File: config.mk
export PLATFORM = sky130hd
export DESIGN_NAME = dmem_arbiter
export DESIGN_NICKNAME = d
export VERILOG_FILES = /design/src/rtl/dmem_arbiter.sv
export SDC_FILE = /design/constraint.sdc
export NUM_CORES = 1
export LEC_CHECK = 0
export BUFFER_PORTS_ARGS = -buffer_cell sky130_fd_sc_hd__buf_2
export CAP_MARGIN = 20
export CORE_AREA = 2 2 635 637
export DETAILED_ROUTE_END_ITERATION = 16
export DIE_AREA = 0 0 637 639
export PLACE_DENSITY = 0.3
export SYNTH_ARGS = -nofsm -noshare
export SYNTH_HDL_FRONTEND = slang
export SYNTH_SLANG_ARGS = --single-unit
export TNS_END_PERCENT = 1
File: constraint.sdc
create_clock -name clk_i -period 3.3 [get_ports clk_i]
set_input_delay 0.66 -clock clk_i [delete_from_list [all_inputs] [get_ports clk_i]]
set_output_delay 0.66 -clock clk_i [all_outputs]
set_load 0.005 [all_outputs]
File: src/rtl/dmem_arbiter.sv
// Two-requester arbiter for the shared 256-bit data-memory port: locked tenures,
// round-robin tie-break, one dead turnaround cycle between owners, and a sticky ack watchdog.
module dmem_arbiter #(
    parameter int TO_CYCLES = 255,
    parameter int TO_W      = 8
) (
    input  logic         clk_i,
    input  logic         rst_i,
    input  logic         m0_enable_i,
    input  logic         m0_write_i,
    input  logic [31:0]  m0_addr_i,
    input  logic [255:0] m0_data_i,
    output logic [255:0] m0_data_o,
    output logic         m0_ack_o,
    input  logic         m1_enable_i,
    input  logic         m1_write_i,
    input  logic [31:0]  m1_addr_i,
    input  logic [255:0] m1_data_i,
    output logic [255:0] m1_data_o,
    output logic         m1_ack_o,
    output logic         mem_enable_o,
    output logic         mem_write_o,
    output logic [31:0]  mem_addr_o,
    output logic [255:0] mem_data_o,
    input  logic [255:0] mem_data_i,
    input  logic         mem_ack_i,
    output logic [1:0]   grant_o,
    output logic         timeout_o
);

    typedef enum logic [1:0] {IDLE, OWN0, OWN1, TURN} state_t;

    localparam logic [TO_W-1:0] TO_LIMIT = TO_W'(TO_CYCLES);
    localparam logic [TO_W-1:0] CNT_MAX  = '1;

    state_t          state_reg, state_next, arb_state;
    logic            last_owner_reg, last_owner_next;
    logic [TO_W-1:0] cnt_reg, cnt_next;
    logic            timeout_reg, timeout_next;
    logic [1:0]      grant;
    logic [1:0]      req_en;
    logic [1:0]      ack_vec;
    logic            owner_en;

    assign req_en = {m1_enable_i, m0_enable_i};
    assign grant  = (state_reg == OWN0) ? 2'b01 :
                    (state_reg == OWN1) ? 2'b10 : 2'b00;

    // Only the owner sees the memory ack; acks outside a tenure are dropped.
    generate
        for (genvar gi = 0; gi < 2; gi++) begin : g_ack
            assign ack_vec[gi] = grant[gi] & mem_ack_i;
        end
    endgenerate

    assign m0_ack_o  = ack_vec[0];
    assign m1_ack_o  = ack_vec[1];
    assign m0_data_o = mem_data_i;
    assign m1_data_o = mem_data_i;
    assign grant_o   = grant;
    assign timeout_o = timeout_reg;

    always_comb begin
        mem_enable_o = 1'b0;
        mem_write_o  = 1'b0;
        mem_addr_o   = '0;
        mem_data_o   = '0;
        owner_en     = 1'b0;
        if (grant[0]) begin
            mem_enable_o = m0_enable_i;
            mem_write_o  = m0_write_i;
            mem_addr_o   = m0_addr_i;
            mem_data_o   = m0_data_i;
            owner_en     = m0_enable_i;
        end else if (grant[1]) begin
            mem_enable_o = m1_enable_i;
            mem_write_o  = m1_write_i;
            mem_addr_o   = m1_addr_i;
            mem_data_o   = m1_data_i;
            owner_en     = m1_enable_i;
        end
    end

    // On a tie the requester that did not own the bus last wins.
    always_comb begin
        arb_state = IDLE;
        case (req_en)
            2'b01:   arb_state = OWN0;
            2'b10:   arb_state = OWN1;
            2'b11:   arb_state = last_owner_reg ? OWN0 : OWN1;
            default: arb_state = IDLE;
        endcase
    end

    always_comb begin
        state_next      = state_reg;
        last_owner_next = last_owner_reg;
        cnt_next        = '0;
        timeout_next    = timeout_reg;
        case (state_reg)
            OWN0, OWN1: begin
                if (!owner_en) begin
                    state_next      = TURN;
                    last_owner_next = (state_reg == OWN1);
                end
                if (mem_ack_i) begin
                    cnt_next = '0;
                end else if (owner_en) begin
                    cnt_next = (cnt_reg == CNT_MAX) ? cnt_reg : cnt_reg + 1'b1;
                    if (cnt_next == TO_LIMIT) begin
                        timeout_next = 1'b1;
                    end
                end else begin
                    cnt_next = cnt_reg;
                end
            end
            default: begin
                state_next = arb_state;
                cnt_next   = '0;
            end
        endcase
    end

    always_ff @(posedge clk_i or negedge rst_i) begin
        if (!rst_i) begin
            state_reg      <= IDLE;
            last_owner_reg <= 1'b1;
            cnt_reg        <= '0;
            timeout_reg    <= 1'b0;
        end else begin
            state_reg      <= state_next;
            last_owner_reg <= last_owner_next;
            cnt_reg        <= cnt_next;
            timeout_reg    <= timeout_next;
        end
    end

endmodule

=== After elaboration in Yosys (flattened, before gate mapping) ===
Index checks and enable logic that the tools add are counted.

* Add/subtract/negate cells: 1
* Equality and inequality tests: 9
* Muxes and demuxes: 18
* Bitwise logic cells: 4
* Reductions and logical operators: 3

{| class="wikitable"
|+ Operators by type and width
! cell !! count
|-
| $mux W256 || 2
|-
| $mux W32 || 2
|-
| $mux W8 || 4
|-
| $eq A8 B8 Y1 const B || 2
|-
| $mux W2 || 5
|-
| $add A8 B1 Y8 const B || 1
|-
| $eq A2 B2 Y1 const B || 3
|-
| $pmux W2 S3 || 1
|-
| $eq A2 B1 Y1 const B || 2
|-
| $mux W1 || 4
|-
| $reduce_and A4 Y1 || 1
|-
| $ne A3 B3 Y1 const B || 1
|-
| $and A1 B1 Y1 || 2
|-
| $ne A2 B2 Y1 const B || 1
|-
| $not A1 Y1 || 2
|-
| $reduce_and A2 Y1 || 1
|-
| $reduce_or A2 Y1 || 1
|}

* Bits in registers: 12
* Input bits: 839

=== Depth between registers and ports, before layout ===
Gate-level depths: netlist of the first run.

* Depth after elaboration: 8
* Depth in mapped cells: 8

=== Worst setup path before layout of the first run ===
No wires, ideal clock.

* Path type: register -> output
* Start point: register state_reg[0]
* End point: output port mem_data_o[244]
* Arrival time: 1.616 ns
* Required time: 2.640 ns
* Setup slack: 1.024 ns
* Stages on the path, launching flop included: 7
* Path buffers: 3
* Cell sequence: dfrtp_1 > ha_1 > nor2b_1 > buf_2 > buf_2 > buf_2 > a22o_1

* Elaborated cells between the ends (all ways): 6

{| class="wikitable"
|+ RTL lines
! item !! RTL line !! text
|-
| start, declared || 36 || <nowiki>state_t state_reg, state_next, arb_state;</nowiki>
|-
| start signal, assigned || 131 || <nowiki>state_reg <= state_next;</nowiki>
|-
| $eq A2 B1 Y1 || 46 || <nowiki>assign grant = (state_reg == OWN0) ? 2'b01 :</nowiki>
|-
| $mux W2 || 46 ||
|-
| net grant_o[0] || 27 || <nowiki>output logic [1:0] grant_o,</nowiki>
|-
| $mux W256 || 69 || <nowiki>if (grant[0]) begin</nowiki>
|-
| end, declared || 24 || <nowiki>output logic [255:0] mem_data_o,</nowiki>
|}

The timed path passes the listed nets, and every way through them passes these cells.

=== Final worst setup path of the first run ===
* Start point: register state_reg[0]
* End point: output port mem_data_o[111]

* Cells in the longest elaborated chain, start to end: 5
* Elaborated cells between the ends (all ways): 6

{| class="wikitable"
|+ Ends and longest elaborated chain
! item !! RTL line !! text
|-
| $eq A2 B2 Y1 || 47 || <nowiki>(state_reg == OWN1) ? 2'b10 : 2'b00;</nowiki>
|-
| $mux W2 || 47 ||
|-
| $mux W2 * || 46 ||
|-
| $mux W256 || 75 || <nowiki>end else if (grant[1]) begin</nowiki>
|-
| $mux W256 * || 69 ||
|}

Mark *: on every way between the ends. The rest lies on a longest branch, timed or not.

==> impl_metrics.tcl, run 1 <==
set metrics [dict create \
    outcome "complete, no violations" \
    critPathArrivalTime_ns 2.59 \
    ios 1646 \
    wl_mm 296 \
    yosysUniqueCellTypes 39 \
    syn_area_sq_um 7540 \
    yosys-top-cells-area "buf_4, a22o_1, dfrtp_1" \
    initial_core_util_pct 1.88 \
    synth_edf_count 0 \
    grt_pass1_vias 10284 \
    whs_ns 0.309 \
    ys_top_cells_by_count "buf_4, a22o_1, clkbuf_1" \
    ctsHoldBuffers 0 \
    ys_seq_elements 12 \
    overflow 0 \
    cp-start-kind "flop" \
    viasPerCell 1.73 \
    drive_gt1_share_pct 74.7 \
    postLayoutSetupSlackWorst_ns 0.0528 \
    netlist.area_leader.share_pct 51.3 \
    setup_viol 0 \
    power_density_nw_per_um2 849 \
    grt_antenna_before_repair 275 \
    cts_tree "built" \
    crit_type "flop to primary output" \
    rsz0062_at_grt "yes" \
    grt_max_degree 91 \
    grt_pass1_wl_mm 321 \
    period_needed_ns 3.25 \
    worstPathRequired_ns 2.64 \
    worst_pin_slew_ns 0.783 \
    end_kind "primary output" \
    path_max_fanout 26 \
    drc 0 \
    cts-root-buf "clkbuf_16" \
    h-tree-depth 1 \
    die_area_sq_um 407000 \
    synthFlopType "dfrtp_1" \
    final_antenna_net_count 0 \
    vias 11466 \
    largest_register_ffs 8 \
    dr.first_iter.drc_count 927 \
    synth_most_common_cell "buf_4" \
    max-cap-violations 0 \
    ir_drop_mv 0.355 \
    max_clock_freq_mhz 308 \
    total_power_mw 14.1 \
    clk_path_buf_depth 2 \
    hp-class "input port to asynchronous set/reset pin" \
    pre_cts_slack_ns -0.189 \
    report.final.slew_viol_count 0 \
    yosysTopAreaCell "buf_4" \
    firstDrtPassIters 4 \
    syn_inst 966 \
    areaGrowthSynthToFinish_pct 121 \
    syn_nets 1808 \
    fin_crit_sh_pct 98.4 \
    worst-r2r-cell-count 8 \
    cts.sinks 12 \
    hpwl_mm 284 \
    numPortBuffers 877 \
    rr_startpoint "state_reg[0]" \
    gp_congestion 0.977 \
    finalClockSkew_ns 0.000941 \
    clock_latency_ns 0.24 \
    row_count 233 \
    hold_viol 0 \
    cts_setup_buffers 0 \
    die_y_microns 639 \
    nNetsFinal 2132 \
    cts_made_buffers 3 \
    cts.reportedPaths.clkPinSlew_ns 0.05 \
    yosys_warnings 0 \
    fin_util_pct 4.15 \
    p_leak_nw 5.81 \
    async_flop_share_pct 100 \
    ys_seq_area_share_pct 4.00 \
    max_slew_margin_pct 48.0 \
    grt_use_total_pct 13.9 \
    avgSynthCellArea_sq_um 7.81 \
    setup_tns_ns 0 \
    core_sq_um 401000 \
    wl_per_cell_microns 44.7 \
    die_x_microns 637 \
    startpoint "state_reg[0]" \
]
routing by layer:
layer / wire [microns] / global-route usage [%] / vias to the layer above
li1: - / - / 3661
met1: 89200 / 12.4 / 4931
met2: 128000 / 21.7 / 2188
met3: 65900 / 13.9 / 620
met4: 12600 / 4.08 / 66
met5: 937 / 0.792 / -
cell type report:
cell class              count  area (sq um)
diodes                     50           125
clock buffers               4          88.8
fillers                 47612        384000
inverters                   6          22.5
multi-input cells         363          3140
flip-flops and latches     12           302
well taps                5287          6620
repair buffers            904          6360
final timing paths:
kind | slack, ns | endpoint
max | 0.05 | mem_data_o[111]
min | 0.31 | timeout_o
max reg2reg | 1.03 | timeout_o
min reg2reg | 0.48 | timeout_o
max in group asynchronous | 2.70 | last_owner_reg
min in group clk_i | 0.48 | timeout_o
placed cells by master, fill, tap and decap left out, drive strengths merged, types with 4 or more instances in the layout:
master	n
a21oi	7
a22o	289
a31oi	4
buf	904
clkbuf	4
dfrtp	11
diode	50
inv	6
nand2	12
nand4	4
nor2	10
kinds of logic (layout without fill, tap and decap cells):
logic type,count (synthesis),in the layout,synth area share (%)
other cells,0,50,0
buf+inv,591,914,55.7
flops,12,12,4.00
fa+ha+maj,3,3,0.498
compound gates,313,313,35.9
xor+xnor,4,4,0.465
mux,2,2,0.282
simple gates,41,41,3.10
critical path: stages (launching register included):
cell and delay, ns:
dfrtp_1 0.42, inv_1 0.10, ha_1 0.22, nor2b_4 0.24
buf_12 0.23, buf_6 0.32, a22o_2 0.53, buf_12 0.17
stage by stage:
step / std cells / area (sq um)
final: 6626 / 16700
after global routing: 6585 / 16600
after CTS: 6576 / 16500
after detailed placement: 6572 / 16400
after global placement: 6572 / 16400
after floorplan: 966 / 7540
timing repair:
| item | 4_1_cts | 5_1_grt |
|---|---|---|
| setup endpoints to repair | 27 | 37 |
| resized for setup | 28 | 19 |
| pin swaps | 0 | 0 |
where the power goes:
part           internal [mW]  switching (mW)  total [mW]
combinational           4.75            8.94        13.7
clock                  0.183          0.0685       0.252
sequential             0.173          0.0278       0.201
total                   5.11            9.03        14.1
No activity file was read; power rests on OpenSTA's default activity.
==> run 2: changes to the inputs <==
- ABC_AREA: default -> 1
- CORE_AREA: 2 2 635 637 -> 2 2 636 638
- DIE_AREA: 0 0 637 639 -> 0 0 638 640
==> impl_metrics.tcl, run 2 <==
set metrics [dict create \
    outcome "complete, no violations" \
    rsz0062_at_grt "no" \
    dr.first_iter.drc_count 698 \
    overflow 0 \
    firstDrtPassIters 5 \
    initial_core_util_pct 1.88 \
    crit_buf_inv 6 \
    grt_pass1_vias 10439 \
    seqCellArea_sq_um 302 \
    cpMaxStageDelayCell "dfrtp_1" \
    core_sq_um 401000 \
    cts-root-buf "clkbuf_16" \
    critPathArrivalTime_ns 2.53 \
    h-tree-depth 1 \
    die_area_sq_um 408000 \
    synth_edf_count 0 \
    ys_seq_elements 12 \
    max_clock_freq_mhz 313 \
    max-cap-violations 0 \
    pre_cts_slack_ns -0.350 \
    period_needed_ns 3.19 \
    finalClockSkew_ns 0.0101 \
    cts_tree "built" \
    grt_max_degree 57 \
    wl_mm 294 \
    vias 11687 \
    yosysTopAreaCell "buf_4" \
    ys_top_cells_by_count "buf_4, a22o_1, nand2_1" \
    max_slew_margin_pct 59.7 \
    ir_drop_mv 0.240 \
    synthFlopType "dfrtp_1" \
    ctsHoldBuffers 0 \
    whs_ns 0.311 \
    fillers 47787 \
    async_flop_share_pct 100 \
    worst-r2r-cell-count 8 \
    drc 0 \
    setup_viol 0 \
    nNetsFinal 2159 \
    report.final.slew_viol_count 0 \
    grt_pass1_wl_mm 317 \
    die_y_microns 640 \
    row_count 233 \
    ys_seq_area_share_pct 3.99 \
    netlist.area_leader.share_pct 52.7 \
    wl_per_cell_microns 44.2 \
    yosys_warnings 0 \
    mostFrequentLayoutCell "buf_2" \
    numPortBuffers 877 \
    areaGrowthSynthToFinish_pct 109 \
    cp-start-kind "flop" \
    multi_input_area_sq_um 3060 \
    worstPathRequired_ns 2.64 \
    syn_nets 1823 \
    total_power_mw 12.4 \
    cp.depth 9 \
    fin_util_pct 3.94 \
    fin_crit_sh_pct 96.8 \
    grt_use_total_pct 13.8 \
    grt_antenna_before_repair 346 \
    yosys-top-cells-area "buf_4, a22o_1, dfrtp_1" \
    hold_viol 0 \
    worst_pin_slew_ns 0.605 \
    postLayoutSetupSlackWorst_ns 0.106 \
    clk_path_buf_depth 2 \
    end_kind "primary output" \
    hp-class "input port to asynchronous set/reset pin" \
    viasPerCell 1.76 \
    gp_congestion 0.964 \
    die_x_microns 638 \
    crit_chain "inv_1, ha_1, inv_1, nor2_4, buf_12, buf_12, buf_16, a22o_1, buf_2" \
    slowest_delay_ns 0.41 \
    power_density_nw_per_um2 783 \
    yosysUniqueCellTypes 27 \
    cts.reportedPaths.clkPinSlew_ns 0.05 \
    path_max_fanout 55 \
    final_antenna_net_count 0 \
    synth_most_common_cell "buf_4" \
    layout_common_cells "buf_2, a22o_1, buf_12" \
    ios 1646 \
    syn_area_sq_um 7560 \
    crit_family "buffers and inverters" \
    cts.sinks 12 \
    p_leak_nw 5.71 \
    cts_made_buffers 3 \
    hpwl_mm 281 \
    drive_gt1_share_pct 72.9 \
    syn_inst 981 \
    crit_type "flop to primary output" \
    avgSynthCellArea_sq_um 7.71 \
    largest_register_ffs 8 \
    clock_latency_ns 0.25 \
]
## run 2: through the flow
stage / area [sq um] / TNS (ns) / std cells
3_3_place_gp: 15500 / -7.30 / 6598
6_report: 15800 / 0 / 6657
2_1_floorplan: 7560 / 0 / 981
3_5_place_dp: 15500 / -6.57 / 6598
4_1_cts: 15700 / -0.0270 / 6602
5_1_grt: 15700 / 0 / 6606
## run 2: logic make-up (layout without fill, tap and decap cells)
logic type	Yosys count	count (layout)	share of synthesized area (%)
AO/OA/AOI/OAI	304	304	34.8
adder cells (fa/ha/maj)	3	3	0.496
buffers and inverters	593	928	56.3
flip-flops	12	12	3.99
other	0	54	0
AND/OR/NAND/NOR	69	69	4.43
## run 2: path summary, 6_finish.rpt
path                              start             end  slack (ns)
setup / recovery           state_reg[0]  mem_data_o[53]        0.11
hold / removal                    rst_i       timeout_o        0.31
setup reg to reg           state_reg[1]      cnt_reg[3]        1.15
hold reg to reg               timeout_o       timeout_o        0.49
max in group asynchronous         rst_i  last_owner_reg        2.67
min in group clk_i            timeout_o       timeout_o        0.49
## run 2: what timing repair did
action / CTS / global route
pin swaps: 0 / 1
endpoints found under the hold margin: 0 / 0
gates resized for setup: 37 / 3
setup endpoints to repair: 43 / 19
buffers inserted: 0 / 1
## run 2: report_power, final
| part | internal [mW] | switching, mW | total (mW) | leakage [nW] |
|---|---|---|---|---|
| clock | 0.163 | 0.0733 | 0.237 | 0.0385 |
| combinational | 3.86 | 8.12 | 12.0 | 5.52 |
| sequential | 0.176 | 0.0193 | 0.195 | 0.153 |
## run 2: cell type report
| class | instances | area share, % |
|---|---|---|
| diodes | 54 | 0.853 |
| clock buffers | 4 | 0.498 |
| flip-flops and latches | 12 | 1.90 |
| repair buffers | 907 | 35.3 |
| inverters | 17 | 0.403 |
| well taps | 5287 | 41.8 |
| multi-input cells | 376 | 19.3 |
## run 2: layer usage
metal  share of wire (%)  vias up  GRT usage [%]
met5                0.40        -          0.674
met4                 4.4      120           3.86
met3                  21      754           13.5
met2                  41     2269           20.8
met1                  32     4837           13.0
li1                    -     3707              -
==> run 3: changes to the inputs <==
- GPL_TIMING_DRIVEN: default -> 0
==> impl_metrics.tcl, run 3 (synthesized netlist as in run 2, its figures left out) <==
set metrics [dict create \
    cts-root-buf "clkbuf_16" \
    grt_antenna_before_repair 336 \
    p_leak_nw 10.1 \
    largest_register_ffs 8 \
    critPathArrivalTime_ns 2.49 \
    total_power_mw 13.4 \
    grt_use_total_pct 13.8 \
    end_kind "primary output" \
    max_slew_margin_pct 63.3 \
    cts.reportedPaths.clkPinSlew_ns 0.05 \
    layout_common_cells "buf_2, buf_4, a22o_1" \
    fillers 47850 \
    dpl_cell_area_sq_um 21100 \
    viasPerCell 1.88 \
    wl_per_cell_microns 38.1 \
    core_sq_um 401000 \
    setup_tns_ns 0 \
    fin_crit_sh_pct 95.4 \
    drive_gt1_share_pct 83.6 \
    drc 0 \
    cts_made_buffers 3 \
    pre_cts_slack_ns -0.774 \
    clk_path_buf_depth 2 \
    fin_util_pct 5.40 \
    gp_congestion 0.969 \
    report.final.slew_viol_count 0 \
    areaGrowthSynthToFinish_pct 186 \
    outcome "complete, no violations" \
    die_area_sq_um 408000 \
    firstDrtPassIters 4 \
    setup_viol 0 \
    cp-start-kind "flop" \
    wl_mm 295 \
    final_antenna_net_count 0 \
    row_count 233 \
    worst_pin_slew_ns 0.551 \
    postLayoutSetupSlackWorst_ns 0.152 \
    hp-class "input port to asynchronous set/reset pin" \
    cpMostUsedCell "inv_1" \
    max-cap-violations 0 \
    cts_tree "built" \
    grt_pass1_wl_mm 322 \
    vias 14591 \
    die_y_microns 640 \
    final_area_sq_um 21700 \
    period_needed_ns 3.15 \
    grt_pass1_vias 13227 \
    ios 1646 \
    power_density_nw_per_um2 617 \
    finalClockSkew_ns 0.00663 \
    h-tree-depth 1 \
    cpMaxStageDelayCell "dfrtp_1" \
    numPortBuffers 1389 \
    mostFrequentLayoutCell "buf_2" \
    rsz0062_at_grt "yes" \
    crit_type "flop to primary output" \
    cts.sinks 12 \
    dr.first_iter.drc_count 931 \
    ctsHoldBuffers 0 \
    crit_chain "inv_1, ha_1, inv_1, nor2_4, buf_12, buf_6, buf_4, a22o_1, buf_2" \
    ir_drop_mv 0.167 \
    initial_core_util_pct 1.88 \
    hpwl_mm 286 \
    nNetsFinal 3220 \
    hold_viol 0 \
    worstPathRequired_ns 2.64 \
    worst-r2r-cell-count 7 \
    slowest_delay_ns 0.38 \
    die_x_microns 638 \
    clock_latency_ns 0.25 \
    overflow 0 \
    path_max_fanout 10 \
    max_clock_freq_mhz 318 \
    grt_max_degree 13 \
]
## run 3: cell count changes in the layout (fill, tap and decap cells not counted), moves of 2 or more
| cell | delta |
|---|---|
| clkbuf_4 | +28 |
| a22o_2 | -31 |
| buf_4 | +524 |
| buf_8 | +2 |
| clkbuf_2 | +6 |
| a22o_1 | +31 |
| buf_2 | +557 |
| buf_16 | -2 |
| buf_6 | +2 |
| clkbuf_1 | +2 |
| diode_2 | +37 |
| buf_12 | -60 |
## run 3: per-layer routing
metal  share of wire (%)  up-vias  GRT usage (%)
met3                  19      602           12.2
met1                  34     6491           13.7
met2                  43     1492           21.3
li1                    -     5880              -
met4                 3.7      126           3.52
met5                0.27        -              0
## run 3: worst paths after layout
path	startpoint	end	slack [ns]
max in group asynchronous	rst_i	last_owner_reg	2.67
worst min register to register	timeout_o	timeout_o	0.49
min in group clk_i	timeout_o	timeout_o	0.49
worst min-delay path	rst_i	timeout_o	0.32
worst max-delay path	state_reg[0]	mem_data_o[187]	0.15
worst max register to register	state_reg[0]	cnt_reg[7]	1.60
## run 3: what timing repair did
item | in CTS | in global routing
setup buffers | 2 | 0
pin swaps | 1 | 0
resized for setup | 34 | 40
setup endpoints to repair | 286 | 67
## run 3: cell type report
class / instances / area, sq um / share of cell area, %
diodes: 91 / 228 / 1.05
plain buffers: 576 / 4270 / 19.7
clock buffers: 4 / 88.8 / 0.410
inverters: 17 / 63.8 / 0.295
multi-input cells: 376 / 3000 / 13.9
flip-flops and latches: 12 / 302 / 1.39
well taps: 5287 / 6620 / 30.5
repair buffers: 1392 / 7090 / 32.7
## run 3: where the power goes
part / switching, mW / internal, mW / total (mW)
combinational: 9.30 / 3.61 / 12.9
sequential: 0.0144 / 0.176 / 0.190
clock: 0.0747 / 0.184 / 0.259
## run 3: through the flow
step,hold WS [ns],instances
final,0.315,7755
after global placement,0.469,7657
after floorplan,0.364,981
after detailed placement,0.487,7658
after CTS,0.331,7664
after global routing,0.335,7691
## run 3: worst max-delay path: cells and delay by family, from the launching register on
family                   cells  cell delay [ns]
buffers and inverters        6             1.29
flip-flops                   1             0.38
adder cells (fa/ha/maj)      1             0.23
AO/OA/AOI/OAI                1             0.15
AND/OR/NAND/NOR              1             0.13
